<file path="src/rtl/io_bridge_pkg.sv">
// Shared definitions for the host/processor I/O bridge: word width,
// presentation state encoding and a saturating-increment helper.
package io_bridge_pkg;

  localparam int WORD_W = 16;
  localparam int DROP_W = 8;

  // Presentation register state: nothing offered, or a word offered.
  typedef enum logic {
    EMPTY  = 1'b0,
    LOADED = 1'b1
  } pres_state_e;

  // Increment that sticks at all-ones instead of wrapping.
  function automatic logic [DROP_W-1:0] sat_inc(input logic [DROP_W-1:0] v);
    return (v == {DROP_W{1'b1}}) ? v : v + DROP_W'(1);
  endfunction

endpackage

</file>
<file path="src/rtl/sync_fifo.sv">
// Single-clock FIFO with combinational head read (no added read latency),
// registered occupancy count and full/empty flags derived from that count.
// Pushes while full and pops while empty are ignored; reset dominates both.
module sync_fifo
  import io_bridge_pkg::*;
#(
  parameter int DEPTH = 4,
  parameter int WIDTH = WORD_W
) (
  input  logic                   clk_i,
  input  logic                   rst_ni,
  input  logic                   push_i,
  input  logic [WIDTH-1:0]       data_i,
  input  logic                   pop_i,
  output logic [WIDTH-1:0]       data_o,
  output logic                   full_o,
  output logic                   empty_o,
  output logic [$clog2(DEPTH):0] count_o
);

  localparam int AW = $clog2(DEPTH);

  logic [WIDTH-1:0] mem_q [DEPTH];
  logic [AW-1:0]    wr_ptr_q, wr_ptr_d;
  logic [AW-1:0]    rd_ptr_q, rd_ptr_d;
  logic [AW:0]      count_q, count_d;
  logic             do_push, do_pop;

  assign full_o  = (count_q == (AW+1)'(DEPTH));
  assign empty_o = (count_q == '0);
  assign count_o = count_q;
  assign data_o  = mem_q[rd_ptr_q];

  assign do_push = rst_ni & push_i & ~full_o;
  assign do_pop  = rst_ni & pop_i & ~empty_o;

  // Next pointer/count values; pointers wrap naturally since DEPTH is 2^AW.
  always_comb begin
    wr_ptr_d = wr_ptr_q;
    rd_ptr_d = rd_ptr_q;
    count_d  = count_q;
    if (do_push) wr_ptr_d = wr_ptr_q + AW'(1);
    if (do_pop)  rd_ptr_d = rd_ptr_q + AW'(1);
    case ({do_push, do_pop})
      2'b10:   count_d = count_q + (AW+1)'(1);
      2'b01:   count_d = count_q - (AW+1)'(1);
      default: count_d = count_q;
    endcase
  end

  // Pointer and count registers with synchronous active-low reset.
  always_ff @(posedge clk_i) begin
    if (!rst_ni) begin
      wr_ptr_q <= '0;
      rd_ptr_q <= '0;
      count_q  <= '0;
    end else begin
      wr_ptr_q <= wr_ptr_d;
      rd_ptr_q <= rd_ptr_d;
      count_q  <= count_d;
    end
  end

  // Storage array; contents need no reset because the count guards reads.
  always_ff @(posedge clk_i) begin
    if (do_push) mem_q[wr_ptr_q] <= data_i;
  end

endmodule

</file>
<file path="src/rtl/io_host_bridge.sv">
// Host <-> processor I/O bridge.
//  - Input path: host words queue in a FIFO and are presented one at a time
//    to the processor; in_ack retires the presented word.
//  - Output path: every change of the processor's main_output is captured
//    into a second FIFO that the host drains; words arriving while that FIFO
//    is full are dropped and flagged by the sticky overflow bit.
// Optional build macro IO_HOST_BRIDGE_DROPCNT_EN adds an 8-bit saturating
// drop_count output counting dropped capture words.
module io_host_bridge
  import io_bridge_pkg::*;
#(
  parameter int DEPTH = 4  // power of two, >= 2
) (
  input  logic              CLK,
  input  logic              reset,
  input  logic [WORD_W-1:0] host_in_data,
  input  logic              host_in_valid,
  output logic              host_in_ready,
  output logic [WORD_W-1:0] main_input,
  output logic              in_empty,
  input  logic              in_ack,
  input  logic [WORD_W-1:0] main_output,
  output logic [WORD_W-1:0] out_data,
  output logic              out_valid,
  input  logic              out_ready,
  output logic              overflow
`ifdef IO_HOST_BRIDGE_DROPCNT_EN
  ,
  output logic [DROP_W-1:0] drop_count
`endif
);

  localparam int CW = $clog2(DEPTH) + 1;

  // Input path signals
  logic [WORD_W-1:0] in_head;
  logic              in_full, in_fifo_empty, in_push, in_pop;
  logic [CW-1:0]     in_count;
  pres_state_e       state_q, state_d;
  logic [WORD_W-1:0] pres_q, pres_d;

  // Output path signals
  logic [WORD_W-1:0] prev_q;
  logic              out_full, out_fifo_empty, out_change, out_drop;
  logic [CW-1:0]     out_count;
  logic              overflow_q, overflow_d;

  // Counts are exported by the FIFO but this block only needs the flags.
  logic [2*CW-1:0]   unused_counts;
  assign unused_counts = {in_count, out_count};

  // ---------------- input path ----------------
  // Ready follows the registered full flag, so a same-cycle pop never frees
  // a slot for a push; held low throughout reset.
  assign host_in_ready = reset & ~in_full;
  assign in_push       = host_in_valid & host_in_ready;

  sync_fifo #(
    .DEPTH (DEPTH),
    .WIDTH (WORD_W)
  ) u_in_fifo (
    .clk_i   (CLK),
    .rst_ni  (reset),
    .push_i  (in_push),
    .data_i  (host_in_data),
    .pop_i   (in_pop),
    .data_o  (in_head),
    .full_o  (in_full),
    .empty_o (in_fifo_empty),
    .count_o (in_count)
  );

  // Presentation FSM: load the FIFO head when idle, reload on ack if more
  // words are waiting, otherwise fall back to EMPTY keeping the last value.
  always_comb begin
    state_d = state_q;
    pres_d  = pres_q;
    in_pop  = 1'b0;
    case (state_q)
      EMPTY: begin
        if (!in_fifo_empty) begin
          in_pop  = 1'b1;
          pres_d  = in_head;
          state_d = LOADED;
        end
      end
      LOADED: begin
        if (in_ack) begin
          if (!in_fifo_empty) begin
            in_pop = 1'b1;
            pres_d = in_head;
          end else begin
            state_d = EMPTY;
          end
        end
      end
      default: state_d = EMPTY;
    endcase
  end

  // Presentation state and register.
  always_ff @(posedge CLK) begin
    if (!reset) begin
      state_q <= EMPTY;
      pres_q  <= '0;
    end else begin
      state_q <= state_d;
      pres_q  <= pres_d;
    end
  end

  assign main_input = pres_q;
  assign in_empty   = (state_q == EMPTY);

  // ---------------- output path ----------------
  // A change is any cycle where main_output differs from last cycle's value.
  assign out_change = (main_output != prev_q);
  assign out_drop   = out_change & out_full;
  assign overflow_d = overflow_q | out_drop;

  sync_fifo #(
    .DEPTH (DEPTH),
    .WIDTH (WORD_W)
  ) u_out_fifo (
    .clk_i   (CLK),
    .rst_ni  (reset),
    .push_i  (out_change),
    .data_i  (main_output),
    .pop_i   (out_ready),
    .data_o  (out_data),
    .full_o  (out_full),
    .empty_o (out_fifo_empty),
    .count_o (out_count)
  );

  assign out_valid = ~out_fifo_empty;

  // Previous-value register and sticky overflow flag.
  always_ff @(posedge CLK) begin
    if (!reset) begin
      prev_q     <= '0;
      overflow_q <= 1'b0;
    end else begin
      prev_q     <= main_output;
      overflow_q <= overflow_d;
    end
  end

  assign overflow = overflow_q;

`ifdef IO_HOST_BRIDGE_DROPCNT_EN
  logic [DROP_W-1:0] drop_cnt_q, drop_cnt_d;

  assign drop_cnt_d = out_drop ? sat_inc(drop_cnt_q) : drop_cnt_q;

  // Saturating count of dropped capture words.
  always_ff @(posedge CLK) begin
    if (!reset) begin
      drop_cnt_q <= '0;
    end else begin
      drop_cnt_q <= drop_cnt_d;
    end
  end

  assign drop_count = drop_cnt_q;
`else
  // No drop counter in this build; overflow alone reports lost words.
`endif

endmodule

</file>
<file path="config.mk">
export PLATFORM = sky130hd
export DESIGN_NAME = io_host_bridge
export DESIGN_NICKNAME = d
export VERILOG_FILES = /design/src/rtl/io_bridge_pkg.sv /design/src/rtl/sync_fifo.sv /design/src/rtl/io_host_bridge.sv
export SDC_FILE = /design/constraint.sdc
export NUM_CORES = 1
export LEC_CHECK = 0
export CORE_MARGIN = 3
export CORE_UTILIZATION = 60
export CTS_BUF_LIST = sky130_fd_sc_hd__clkbuf_4
export CTS_CLUSTER_DIAMETER = 80
export DETAILED_ROUTE_END_ITERATION = 8
export PLACE_DENSITY = 0.8
export SYNTH_ARGS = -nofsm -noshare
export SYNTH_HDL_FRONTEND = slang
export SYNTH_HIERARCHICAL = 1
export SYNTH_SLANG_ARGS = --single-unit
</file>
<file path="constraint.sdc">
create_clock -name CLK -period 3.6 [get_ports CLK]
set_input_delay 0.36 -clock CLK [delete_from_list [all_inputs] [get_ports CLK]]
set_output_delay 0.36 -clock CLK [all_outputs]
set_load 0.005 [all_outputs]
</file>
# [Word-level counts from Yosys, hierarchy flattened]
# Memories as Yosys holds them, arrays and structs flattened. A register that Yosys moved wholly into a read port is not among the register bits.
# Index checks and enable logic that the tools add are counted.
[classes] addsub=8 n_reduce_logical=4 eq_ne=8 n_bitwise=17 mux=18
[op_table] cell="16-bit two-way mux" count=2
[op_table] cell="16-bit case mux with 2 select lines" count=1
[op_table] cell="16-bit inequality test" count=1
[op_table] cell="3-bit case mux with 2 select lines" count=2
[op_table] cell="1-bit AND" count=11
[op_table] cell="2-bit by 1-bit adder with 2-bit output (second input constant)" count=4
[op_table] cell="2-bit two-way mux" count=4
[op_table] cell="1-bit two-way mux" count=7
[op_table] cell="3-bit by 1-bit adder with 3-bit output (second input constant)" count=2
[op_table] cell="3-bit == test (second input constant)" count=2
[op_table] cell="3-bit zero test" count=2
[op_table] cell="3-bit by 1-bit subtractor with 3-bit output (second input constant)" count=2
[op_table] cell="1-bit NOT" count=5
[op_table] cell="2-bit by 1-bit == test with 1-bit output (second input constant)" count=2
[op_table] cell="2-bit == test (second input constant)" count=2
[op_table] cell="1-bit case mux with 2 select lines" count=2
[op_table] cell="2-bit nonzero test" count=2
[op_table] cell="2-bit inequality test (second input constant)" count=1
[op_table] cell="1-bit bitwise OR" count=1
[totals] ramBits=128 wordCells=67 register_bits=48 input_bits=37 out_inout_bits=36 mem_count=2
[memory_table] memory="u_in_fifo.mem_q" depth=4 word_bits=16 rd=1 rd_ports_with_merged_regs=1 wr=1 line="sync_fifo.sv:23" text="logic [WIDTH-1:0] mem_q [DEPTH];"
[memory_table] memory="u_out_fifo.mem_q" depth=4 word_bits=16 rd=1 rd_ports_with_merged_regs=1 wr=1 line="sync_fifo.sv:23"

# [Logic depth before layout (Yosys ltp)]
# Gate-level depths: netlist of run 1.
[depth] word_depth=8 mapped_depth=13 mapped_depth_nobuf=12

# [By module]
# Netlist of run 1, hierarchy kept.
[modules_own_cells] mod="sync_fifo at u_out_fifo" seq_area_each_um2=2102.0 area_each_um2=2832.7 n_inst=1 cells_each=136
[modules_own_cells] mod="sync_fifo at u_in_fifo" seq_area_each_um2=2102.0 area_each_um2=2815.2 n_inst=1 cells_each=136
[modules_own_cells] mod="io_host_bridge" seq_area_each_um2=680.7 area_each_um2=1293.7 n_inst=1 cells_each=135

# [Worst setup path after synthesis of run 1]
# No wires, ideal clock.
[synth_path] path_type="input port to flip-flop" startpoint="in main_output[1]" endpoint="reg u_out_fifo.count_q[2], in the netlist u_out_fifo/count_o[2]" setup_slack_ns=1.147 path_buffers=1 path_stages=12 required_time_ns=3.524 setup_ns=0.076 t_arrival_ns=2.377 cell_sequence="xor2_1 > nor4_1 > nand4_1 > nor2b_1 > clkbuf_2 > nand2_1 > ha_1 > inv_1 > fa_1 > xor2_1 > or3_1 > a21boi_0"
[synth_between] elab_chain_len=5 elab_cells_between_ends=7 cone_classes="3 x eq/ne; 1 x mux; 2 x bitwise; 1 x reduce/logical"
[synth_rtl] element="start: declaration" line="io_host_bridge.sv:22" text="input logic [WORD_W-1:0] main_output,"
[synth_rtl] element="16-bit inequality test (*)" line="io_host_bridge.sv:117" text="assign out_change = (main_output != prev_q);"
[synth_rtl] element="named net out_change" line="io_host_bridge.sv:44" text="logic out_full, out_fifo_empty, out_change, out_drop;"
[synth_rtl] element="1-bit AND (*) (2 in a row)" line="sync_fifo.sv:34" text="assign do_push = rst_ni & push_i & ~full_o;"
[synth_rtl] element="2-bit by 1-bit == test with 1-bit output / 2-bit == test (equally long branches)" line="sync_fifo.sv:44" text="case ({do_push, do_pop})"
[synth_rtl] element="3-bit case mux with 2 select lines / 2-bit nonzero test (equally long branches)"
[synth_rtl] element="end signal: assignment" line="sync_fifo.sv:60" text="count_q <= count_d;"
[synth_rtl] element="end: declaration" line="sync_fifo.sv:26" text="logic [AW:0] count_q, count_d;"
# Mark *: on every way through the listed nets, which the timed path passes. The rest lies on a longest branch.
# A chain may end at the register's enable or synchronous reset.

# [Final worst setup path of run 1]
[layout_path] startpoint="in main_output[6]" endpoint="reg u_out_fifo.count_q[2], in the netlist u_out_fifo/count_o[2]"
# The elaborated chain is that of the path after synthesis.

==> results of run 1 <==
## routing by layer
layer  vias up  share of wire
met5         -              0
met4         0          0.025
met3        25          0.037
met2        81           0.55
met1      1753           0.39
li1       1685              -
## per-stage QoR
stage	instance area [um^2]	setup slack, ns
2_1_floorplan	6940	1.15
3_3_place_gp	7770	0.376
3_5_place_dp	7770	0.199
4_1_cts	8040	0.788
5_1_grt	8040	0.601
6_report	8040	0.796
## placed cells by master (no fill, tap or decap), types with 2 or more instances in the layout
cell / n
o21ai_0: 3
mux4_2: 20
bufinv_16: 2
ha_1: 10
or3_1: 2
buf_4: 9
nand2b_1: 2
clkinvlp_4: 5
edfxtp_1: 128
fa_1: 2
xor2_1: 21
clkinv_4: 2
a21oi_1: 2
mux2i_1: 7
clkinv_2: 3
and2_1: 23
clkbuf_4: 17
mux4_1: 12
nor4_1: 4
nor3_1: 2
nor2b_1: 2
clkdlybuf4s50_1: 72
nand2_1: 44
nor3b_2: 2
dfxtp_1: 52
a21boi_0: 17
inv_1: 15
clkinv_1: 3
nor2_1: 8
and3_1: 4
## sequential cells by signal, indices dropped and copies added (netlist names), named ones only
register and cells:
main_input 16, overflow 1, prev_q 16, state_q 1, u_in_fifo/count_o 3, u_in_fifo/mem_q 64, u_in_fifo/rd_ptr_q 2, u_in_fifo/wr_ptr_q 2
u_out_fifo/count_o 3, u_out_fifo/mem_q 64, u_out_fifo/rd_ptr_q 2, u_out_fifo/wr_ptr_q 2
## area by class of cell
cell class / count / area [um^2]
Sequential cell: 180 / 4880
Inverter: 16 / 60.1
Clock buffer: 17 / 128
Clock inverter: 15 / 141
Fill cell: 684 / 3040
Timing Repair Buffer: 81 / 788
Tap cell: 140 / 175
Multi-Input combinational cell: 195 / 1860
## worst paths after layout
kind                         start                     end  slack (ns)  cells after the start
setup / recovery    main_output[6]   u_out_fifo/count_o[2]        0.80                     12
hold / removal    host_in_data[10]  u_in_fifo/mem_q[1][10]        0.44                      1
setup reg to reg         prev_q[6]   u_out_fifo/count_o[2]        0.80                     11
hold reg to reg      main_input[6]           main_input[6]        0.47                      2
## where the power goes
group	internal (mW)	leakage (nW)	switching [mW]
registers	2.33	1.59	0.0552
logic	0.306	1.02	0.234
clock network	0.401	0.132	0.649
total	3.04	2.74	0.938
## kinds of logic (layout without fill, tap and decap cells)
| logic type | count (synthesis) | count (layout) | share of synthesized area |
|---|---|---|---|
| AO/OA/AOI/OAI | 27 | 27 | 0.0281 |
| XOR/XNOR | 22 | 22 | 0.0278 |
| adder cells (fa/ha/maj) | 12 | 12 | 0.0238 |
| buffers and inverters | 32 | 129 | 0.0278 |
| flip-flops | 180 | 180 | 0.704 |
| multiplexers | 39 | 39 | 0.120 |
| AND/OR/NAND/NOR | 95 | 95 | 0.0685 |
==> impl_results.md, run 1 <==
- Post-route ant nets: 0
- Main area contributors after synthesis: edfxtp_1 (55%), dfxtp_1 (15%), mux4_2 (6.5%), mux4_1 (4.5%), xor2_1 (2.6%)
- DIE AREA: 12,900 um^2
- Post-CTS sizing: 0
- Synth Register Bits: 180
- Routability congestion estimate: 0.750
- Hold WC Path Type: in2reg
- # IOs: 73
- CTS Hold Bufs: 0
- Core region area: 11,100 um^2
- Cell taking the most area after synthesis: edfxtp_1
- GR Util All Layers: 0.205
- Critical Path AT: 3.28 ns
- Final hold vios: 0
- Hold WS: 0.439 ns
- Final number of setup-violating endpoints: 0
- Hpwl dp: 8.08 mm
- Slew Limit Headroom: 0.333
- Most frequent cells after synthesis: edfxtp_1 (128), dfxtp_1 (52), nand2_1 (44)
- CP Class: in2reg
- Setup_tns: 0 ns
- Latest clock arrival within the worst-skew pair: 0.55 ns
- Initial cell density of the core: 0.627
- Clock Tree Root: clkbuf_4
- Primary FF master, synth: edfxtp_1
- CP most frequent cell: xor2_1
- Final WL: 12.2 mm
- Status: finished clean
- Slowest CP cell: clkdlybuf4s50_1
- Bufs and invs on worst path: 2
- Die W: 114 um
- Clock transition at the registers of the reported paths: 0.13 ns
- Slowest stage delay, CP: 0.50 ns
- Final Skew: 0.0140 ns
- Distinct cells, synth: 37
- CP Launch Type: input port
- Area fraction of the dominant cell type after synthesis: 0.554
- Detailed Route Iter0 Violations: 150
- CTS sink cnt: 180
- Peak VDD IR: 0.321 mV
- CP max FO: 7
- Layout cell share with drive strength beyond 1: 0.123
- Post-Synthesis Cells: 407
- CTS Buf Count: 17
- Pins Over Slew Limit: 0
- P_leak: 2.74 nW
- N_diodes: 0
- Worst Path Required: 4.08 ns
- Critical-path cell list: clkdlybuf4s50_1, xor2_1, nor4_1, nand4_1, nor2b_1, nand2_1, ha_1, inv_1, fa_1, xor2_1, or3_1, a21boi_0
- Met2 Track Usage GR: 0.370
- Final core occ: 0.726
- Vias in the first global route: 3,747
- CP top delay family: simple AND/OR/NAND/NOR gates
- Max cap viols: 0
- PortBufs: 72
- Count leader, synth: edfxtp_1
- Drt wl/cell: 18.9 um
- Mean Syn Cell Area: 17.1 um^2
- Non-Filler Instances: 644
- Tot Pwr: 3.98 mW
- Post-layout min period: 2.80 ns
- Synthesized area: 6940 um^2
- Ys async rst share: 0
- CP endpoint kind: register
- Final nets: 540
- Antenna violations before repair: 0
- First-pass GRT wire length: 19.6 mm
- Ys Warns: 6
- DRC: 0
- P per Cell Area: 495 nW/um^2
- RSZ-0062 raised after global routing: false
- Placed cells: 612
- Slew @ Worst Pin: 0.999 ns
- Setup Buffers After CTS: 0
- Clk buf depth: 2
- FP Rows: 38
- Number of flops mapped to enable cells by yosys: 128
- Via count: 3,544
- Die height: 114 um
- Syn_nets: 456
- Fmax: 357 MHz
- Top Usage Layer GRT: met2
- CTS tree: done
- Fin crit share: 0.779
- Sequential fraction of the synthesis area: 0.704
- Layout area overhead: 15.8%
- GRT overflow: 0
- Grt met3 use: 0.0488
- DR vias/cell: 5.50
- DRT Pass-1 Iters: 4
- H-tree levels: 4
- Largest net degree at the start of global routing: 44
- Met1 usage: 0.233
Note: power is estimated with default switching activity, not from simulation.
==> run 2: changes to the inputs <==
--- a/config.mk
+++ b/config.mk
@@ -6,11 +6,11 @@
 export NUM_CORES = 1
 export LEC_CHECK = 0
 export CORE_MARGIN = 3
-export CORE_UTILIZATION = 60
+export CORE_UTILIZATION = 58
 export CTS_BUF_LIST = sky130_fd_sc_hd__clkbuf_4
 export CTS_CLUSTER_DIAMETER = 80
 export DETAILED_ROUTE_END_ITERATION = 8
-export PLACE_DENSITY = 0.8
+export PLACE_DENSITY = 0.77
 export SYNTH_ARGS = -nofsm -noshare
 export SYNTH_HDL_FRONTEND = slang
 export SYNTH_HIERARCHICAL = 1
==> constraint.sdc (replaced) <==
create_clock -name CLK -period 2.7 [get_ports CLK]
set_input_delay 0.27 -clock CLK [delete_from_list [all_inputs] [get_ports CLK]]
set_output_delay 0.27 -clock CLK [all_outputs]
set_load 0.005 [all_outputs]
==> impl_results.md, run 2 (synthesized netlist as in run 1, its figures left out) <==
- Drt wl/cell: 17.9 um (was 18.9 um)
- Critical Path AT: 3.04 ns (was 3.28 ns)
- Largest net degree at the start of global routing: 41 (was 44)
- CP endpoint kind: register (unchanged)
- DRC: 0 (unchanged)
- Post-layout min period: 2.54 ns
- Slowest stage delay, CP: 0.33 ns (was 0.50 ns)
- Final hold vios: 0 (unchanged)
- Core region area: 11,600 um^2 (was 11,100 um^2)
- Final WL: 12.0 mm (was 12.2 mm)
- Clock power share: 0.283 (was 0.264)
- Layout area overhead: 20.2% (was 15.8%)
- Worst r2r path cells: 12 (was 11)
- Final core occ: 0.722 (was 0.726)
- PortBufs: 72 (unchanged)
- RR Startpoint: prev_q[6] (unchanged)
- GR Util All Layers: 0.197 (was 0.205)
- Fmax: 394 MHz
- Min-delay src: host_in_data[8] (was host_in_data[10])
- Hold Path Stages: 1 (unchanged)
- Detailed Route Iter0 Violations: 228 (was 150)
- Routability congestion estimate: 0.769 (was 0.750)
- Clk buf depth: 2 (unchanged)
- CP top delay family: simple AND/OR/NAND/NOR gates (unchanged)
- DRT Pass-1 Iters: 5 (was 4)
- Status: finished clean (unchanged)
- Commonest cells after routing, fill and taps aside: edfxtp_1 (128), clkdlybuf4s50_1 (72), dfxtp_1 (51) (was edfxtp_1 (128), clkdlybuf4s50_1 (72), dfxtp_1 (52))
- Slew Limit Headroom: 0.511 (was 0.333)
- Non-Filler Instances: 672 (was 644)
- Initial cell density of the core: 0.600 (was 0.627)
- Int Power: 4.30 mW (was 3.04 mW)
- Critical-path cell list: xor2_1, nor4_1, buf_4, nand4_1, nor2b_4, nand2_1, ha_2, inv_1, fa_2, xor2_1, or3_1, a21boi_1 (was clkdlybuf4s50_1, xor2_1, nor4_1, nand4_1, nor2b_1, nand2_1, ha_1, inv_1, fa_1, xor2_1, or3_1, a21boi_0)
- WP depth: 12 (unchanged)
- Layout cell share with drive strength beyond 1: 0.170 (was 0.123)
- Peak VDD IR: 0.491 mV (was 0.321 mV)
- Final nets: 565 (was 540)
- Post-route ant nets: 0 (unchanged)
- RSZ-0062 raised after global routing: false (unchanged)
- H-tree levels: 4 (unchanged)
- GRT overflow: 0 (unchanged)
- P_leak: 2.92 nW (was 2.74 nW)
- Hpwl dp: 7.87 mm (was 8.08 mm)
- Sw frac: 0.222 (was 0.236)
- N_diodes: 0 (unchanged)
- Critical path origin: prev_q[6] (was main_output[6])
- CTS Hold Bufs: 0 (unchanged)
- CTS Buf Count: 17 (unchanged)
- DIE AREA: 13,300 um^2 (was 12,900 um^2)
- Worst Path Required: 3.20 ns (was 4.08 ns)
- Clock Tree Root: clkbuf_4 (unchanged)
- FILL cells: 761 (was 684)
- P per Cell Area: 663 nW/um^2 (was 495 nW/um^2)
- Tot Pwr: 5.53 mW (was 3.98 mW)
- Slew @ Worst Pin: 0.732 ns (was 0.999 ns)
- Via count: 3,623 (was 3,544)
- Clock transition at the registers of the reported paths: 0.13 ns (about the same)
- DR vias/cell: 5.39 (was 5.50)
- Most common cell after layout, fill and taps aside: edfxtp_1 (unchanged)
- Placed cells: 639 (was 612)
- CP Class: reg2reg (was in2reg)
- Placed inst area: 8010 um^2 (was 7770 um^2)
- CP max FO: 2 (was 7)
- First-pass GRT wire length: 19.4 mm (was 19.6 mm)
- P_sw: 1.23 mW (was 938 uW)
- Biggest regs: u_in_fifo/mem_q: 64 flops, u_out_fifo/mem_q: 64 flops (unchanged)
- Slowest CP cell: dfxtp_1 (was clkdlybuf4s50_1)
- FP Rows: 39 (was 38)
- Combinational share of power: 0.143 (was 0.136)
- Max cap viols: 0 (unchanged)
- Pins Over Slew Limit: 0 (unchanged)
- CP most frequent cell: xor2_1 (unchanged)
- # IOs: 73 (unchanged)
- Hold WS: 0.329 ns (was 0.439 ns)
- Die W: 115 um (was 114 um)
- Final number of setup-violating endpoints: 0 (unchanged)
- Hold WC Path Type: in2reg (unchanged)
- Vias in the first global route: 3,800 (was 3,747)
- Die height: 115 um (was 114 um)
- Antenna violations before repair: 0 (unchanged)
- CP Launch Type: register (was input port)
- Final Skew: 0.0168 ns (was 0.0140 ns)
- CTS sink cnt: 180 (unchanged)
- Fin crit share: 0.939
- Latest clock arrival within the worst-skew pair: 0.57 ns (was 0.55 ns)
- CTS tree: done (unchanged)
- Bufs and invs on worst path: 2 (unchanged)
- Reg power frac: 0.574 (was 0.600)
- Final Cell Area: 8340 um^2 (was 8040 um^2)
run 2: routing by layer:
metal | share of wire | track usage | up-vias | wire length, um
met5 | 0 | 0 | - | 0
met4 | 0.017 | 0.0704 | 0 | 203
met3 | 0.044 | 0.0511 | 12 | 529
met2 | 0.52 | 0.341 | 81 | 6290
met1 | 0.42 | 0.241 | 1789 | 5000
li1 | - | - | 1741 | -
run 2: power by group through the flow:
| stage | logic [mW] | registers (mW) | clock network, mW |
|---|---|---|---|
| floorplan | 0.400 | 3.22 | 0 |
| global placement | 0.774 | 3.23 | 0 |
| detailed placement | 0.788 | 3.24 | 0 |
| CTS | 0.793 | 3.18 | 1.60 |
| global route | 0.858 | 3.19 | 1.72 |
| finish | 0.788 | 3.17 | 1.57 |
run 2: worst paths after layout:
check | end | slack, ns
max | u_out_fifo/count_o[2] | 0.16
min | u_in_fifo/mem_q[2][8] | 0.33
max reg2reg | u_out_fifo/count_o[2] | 0.16
min reg2reg | u_out_fifo/rd_ptr_q[1] | 0.46
run 2: worst register-to-register path: cells and delay by family (launching register included):
| family | cells | cell delay (ns) |
|---|---|---|
| compound gates | 1 | 0.12 |
| simple gates | 5 | 1.00 |
| buf+inv | 2 | 0.22 |
| xor+xnor | 2 | 0.31 |
| fa+ha+maj | 2 | 0.51 |
| flops | 1 | 0.33 |
run 2: repair_timing:
item                                    CTS  global route
buffers inserted                          0             1
resized for setup                         0             8
hold endpoints to repair                  0             0
endpoints found under the setup margin    0             3
run 2: per-stage QoR:
stage               worst slack, ns  TNS, ns
global route                0.00620        0
finish                        0.165        0
global placement             -0.306   -0.392
floorplan                     0.302        0
CTS                          0.0634        0
detailed placement           -0.432   -0.573
run 2: cell type report:
class | count | area [um^2] | share of cell area
clock buffer | 19 | 143 | 0.0171
clock inverter | 13 | 164 | 0.0196
inverter | 16 | 60.1 | 0.00720
multi-input combinational | 195 | 1880 | 0.226
sequential | 180 | 4890 | 0.586
tap | 143 | 179 | 0.0214
timing repair buffer | 106 | 1030 | 0.123
==> run 3: changes to the inputs <==
--- a/config.mk
+++ b/config.mk
@@ -10,6 +10,7 @@
 export CTS_BUF_LIST = sky130_fd_sc_hd__clkbuf_4
 export CTS_CLUSTER_DIAMETER = 80
 export DETAILED_ROUTE_END_ITERATION = 8
+export MAX_ROUTING_LAYER = met4
 export PLACE_DENSITY = 0.77
 export SYNTH_ARGS = -nofsm -noshare
 export SYNTH_HDL_FRONTEND = slang
==> constraint.sdc (replaced) <==
create_clock -name CLK -period 2.5 [get_ports CLK]
set_input_delay 0.25 -clock CLK [delete_from_list [all_inputs] [get_ports CLK]]
set_output_delay 0.25 -clock CLK [all_outputs]
set_load 0.005 [all_outputs]
==> impl_results.md, run 3 (synthesized netlist as in run 1, its figures left out) <==
- Status: finished with violations (was finished clean)
- Violations in the final reports: setup timing
- Fmax: 395 MHz (was 394 MHz)
- CP max FO: 2 (unchanged)
- Max layer used: met4 (unchanged)
- P_leak: 2.99 nW (was 2.92 nW)
- RR Endpoint: u_out_fifo/count_o[2] (unchanged)
- Peak VDD IR: 0.491 mV (about the same)
- Critical-path cell list: xor2_1, nor4_1, buf_4, nand4_1, nor2b_4, nand2_1, ha_2, inv_2, fa_2, xor2_1, or3_1, a21boi_1 (was xor2_1, nor4_1, buf_4, nand4_1, nor2b_4, nand2_1, ha_2, inv_1, fa_2, xor2_1, or3_1, a21boi_1)
- Final Skew: 0.0145 ns (was 0.0168 ns)
- Core region area: 11,600 um^2 (unchanged)
- FP Rows: 39 (unchanged)
- DRT Pass-1 Iters: 4 (was 5)
- Met2 Wirelength: 6.67 mm (was 6.29 mm)
- Clock Tree Root: clkbuf_4 (unchanged)
- Pins Over Slew Limit: 0 (unchanged)
- CP Class: reg2reg (unchanged)
- H-tree levels: 4 (unchanged)
- Die W: 115 um (unchanged)
- Final number of setup-violating endpoints: 1 (was 0)
- Non-Filler Instances: 680 (was 672)
- Drt wl/cell: 18.3 um (was 17.9 um)
- Routability congestion estimate: 0.785 (was 0.769)
- Hpwl dp: 8.23 mm (was 7.87 mm)
- Post-route ant nets: 0 (unchanged)
- Largest net degree at the start of global routing: 41 (unchanged)
- Tot Pwr: 6.08 mW (was 5.53 mW)
- Clk buf depth: 2 (unchanged)
- CTS Buf Count: 17 (unchanged)
- Placed cells: 644 (was 639)
- CP Launch Type: register (unchanged)
- CTS tree: done (unchanged)
- Clock transition at the registers of the reported paths: 0.13 ns (about the same)
- CTS sink cnt: 180 (unchanged)
- Worst r2r path cells: 12 (unchanged)
- Final hold vios: 0 (unchanged)
- RR Startpoint: prev_q[6] (unchanged)
- Hold Path Stages: 1 (unchanged)
- Placed inst area: 8090 um^2 (was 8010 um^2)
- CP endpoint kind: register (unchanged)
- P per Cell Area: 716 nW/um^2 (was 663 nW/um^2)
- Reg2reg setup slack: -0.03 ns (was 0.16 ns)
- First-pass GRT wire length: 19.6 mm (was 19.4 mm)
- Biggest regs: u_in_fifo/mem_q: 64 flops, u_out_fifo/mem_q: 64 flops (unchanged)
- Min-delay src: host_in_data[14] (was host_in_data[8])
- Latest clock arrival within the worst-skew pair: 0.56 ns (was 0.57 ns)
- RSZ-0062 raised after global routing: true (was false)
- Fin crit share: 1.01 (was 0.939)
- Layout area overhead: 22.3% (was 20.2%)
- Die height: 115 um (unchanged)
- Routed length on met3: 420 um (was 529 um)
- Max cap viols: 0 (unchanged)
- Wire length on met1: 5.18 mm (was 5.00 mm)
- N_diodes: 0 (unchanged)
- Final Cell Area: 8490 um^2 (was 8340 um^2)
- Slew Limit Headroom: 0.502 (was 0.511)
- Setup_tns: -0.0315 ns (was 0 ns)
- Hold EP: u_in_fifo/mem_q[0][14] (was u_in_fifo/mem_q[2][8])
- Slew @ Worst Pin: 0.746 ns (was 0.732 ns)
- Vias in the first global route: 3,858 (was 3,800)
- CP most frequent cell: xor2_1 (unchanged)
- GR Util All Layers: 0.208 (was 0.197)
- Commonest cells after routing, fill and taps aside: edfxtp_1 (128), clkdlybuf4s50_1 (72), dfxtp_1 (49) (was edfxtp_1 (128), clkdlybuf4s50_1 (72), dfxtp_1 (51))
- Detailed Route Iter0 Violations: 169 (was 228)
- Initial cell density of the core: 0.600 (unchanged)
- Layout cell share with drive strength beyond 1: 0.194 (was 0.170)
- Via count: 3,719 (was 3,623)
- Most common cell after layout, fill and taps aside: edfxtp_1 (unchanged)
- Setup ws final: -0.0315 ns (was 0.165 ns)
- DIE AREA: 13,300 um^2 (unchanged)
- Slowest stage delay, CP: 0.34 ns (was 0.33 ns)
- DRC: 0 (unchanged)
- Slowest CP cell: dfxtp_2 (was dfxtp_1)
- Worst Path Required: 2.99 ns (was 3.20 ns)
- Hold WC Path Type: in2reg (unchanged)
- GRT overflow: 0 (unchanged)
- Final core occ: 0.734 (was 0.722)
- Final WL: 12.5 mm (was 12.0 mm)
- Antenna violations before repair: 0 (unchanged)
- Final nets: 573 (was 565)
- Post-layout min period: 2.53 ns (was 2.54 ns)
- PortBufs: 72 (unchanged)
- Critical Path AT: 3.03 ns (was 3.04 ns)
- # IOs: 73 (unchanged)
- DR vias/cell: 5.47 (was 5.39)
[run 3: cell types whose count changed in the layout (fill, tap and decap cells not counted), sizes merged]
cell	before	now
buf	34	41
clkbuf	19	22
clkinv	7	4
clkinvlp	2	3
[run 3: critical path: cells and delay by family (launching register included)]
kind	cells	cell delay (ns)
buffers and inverters	2	0.20
AO/OA/AOI/OAI	1	0.13
AND/OR/NAND/NOR	5	0.99
adder cells (fa/ha/maj)	2	0.51
flip-flops	1	0.34
XOR/XNOR	2	0.30
[run 3: through the flow]
| stage | hold WS (ns) | setup WS (ns) |
|---|---|---|
| floorplan | 0.349 | 0.102 |
| global placement | 0.435 | -0.482 |
| detailed placement | 0.459 | -0.595 |
| CTS | 0.256 | 0.00166 |
| global route | 0.274 | -0.199 |
| finish | 0.309 | -0.0315 |
[run 3: worst max-delay path by stage]
stage | startpoint | end | slack (ns)
floorplan | prev_q[3] | u_out_fifo/count_o[2] | 0.10
global route | prev_q[6] | u_out_fifo/count_o[2] | -0.20
global placement | main_output[3] | u_out_fifo/count_o[2] | -0.48
CTS | prev_q[15] | u_out_fifo/count_o[2] | 0.002
detailed placement | main_output[3] | u_out_fifo/count_o[2] | -0.60
finish | prev_q[6] | u_out_fifo/count_o[2] | -0.03
[run 3: report_power, final]
part           switching (mW)  total (mW)  internal [mW]
Combinational           0.365       0.898          0.533
Clock                   0.912        1.74          0.829
Sequential             0.0769        3.44           3.36
[run 3: area by class of cell]
class,count,area [um^2]
multi-input combinational,195,1880
clock inverter,11,161
clock buffer,21,158
fill,733,3080
timing repair buffer,114,1170
sequential,180,4890
tap,143,179
inverter,16,60.1
[run 3: what timing repair did]
| action | in CTS | in global routing |
|---|---|---|
| hold endpoints to repair | 0 | 0 |
| buffers inserted | 2 | 1 |
| resized for setup | 9 | 4 |
| cloned | 0 | 1 |
| pin swaps | 4 | 0 |
| hold buffers | 0 | 0 |
| setup endpoints to repair | 17 | 8 |
[run 3: metal layers]
layer,vias to the layer above,GRT usage
met5,-,-
met1,1873,0.237
li1,1752,-
met4,0,0.0798
met2,79,0.355
met3,15,0.0489
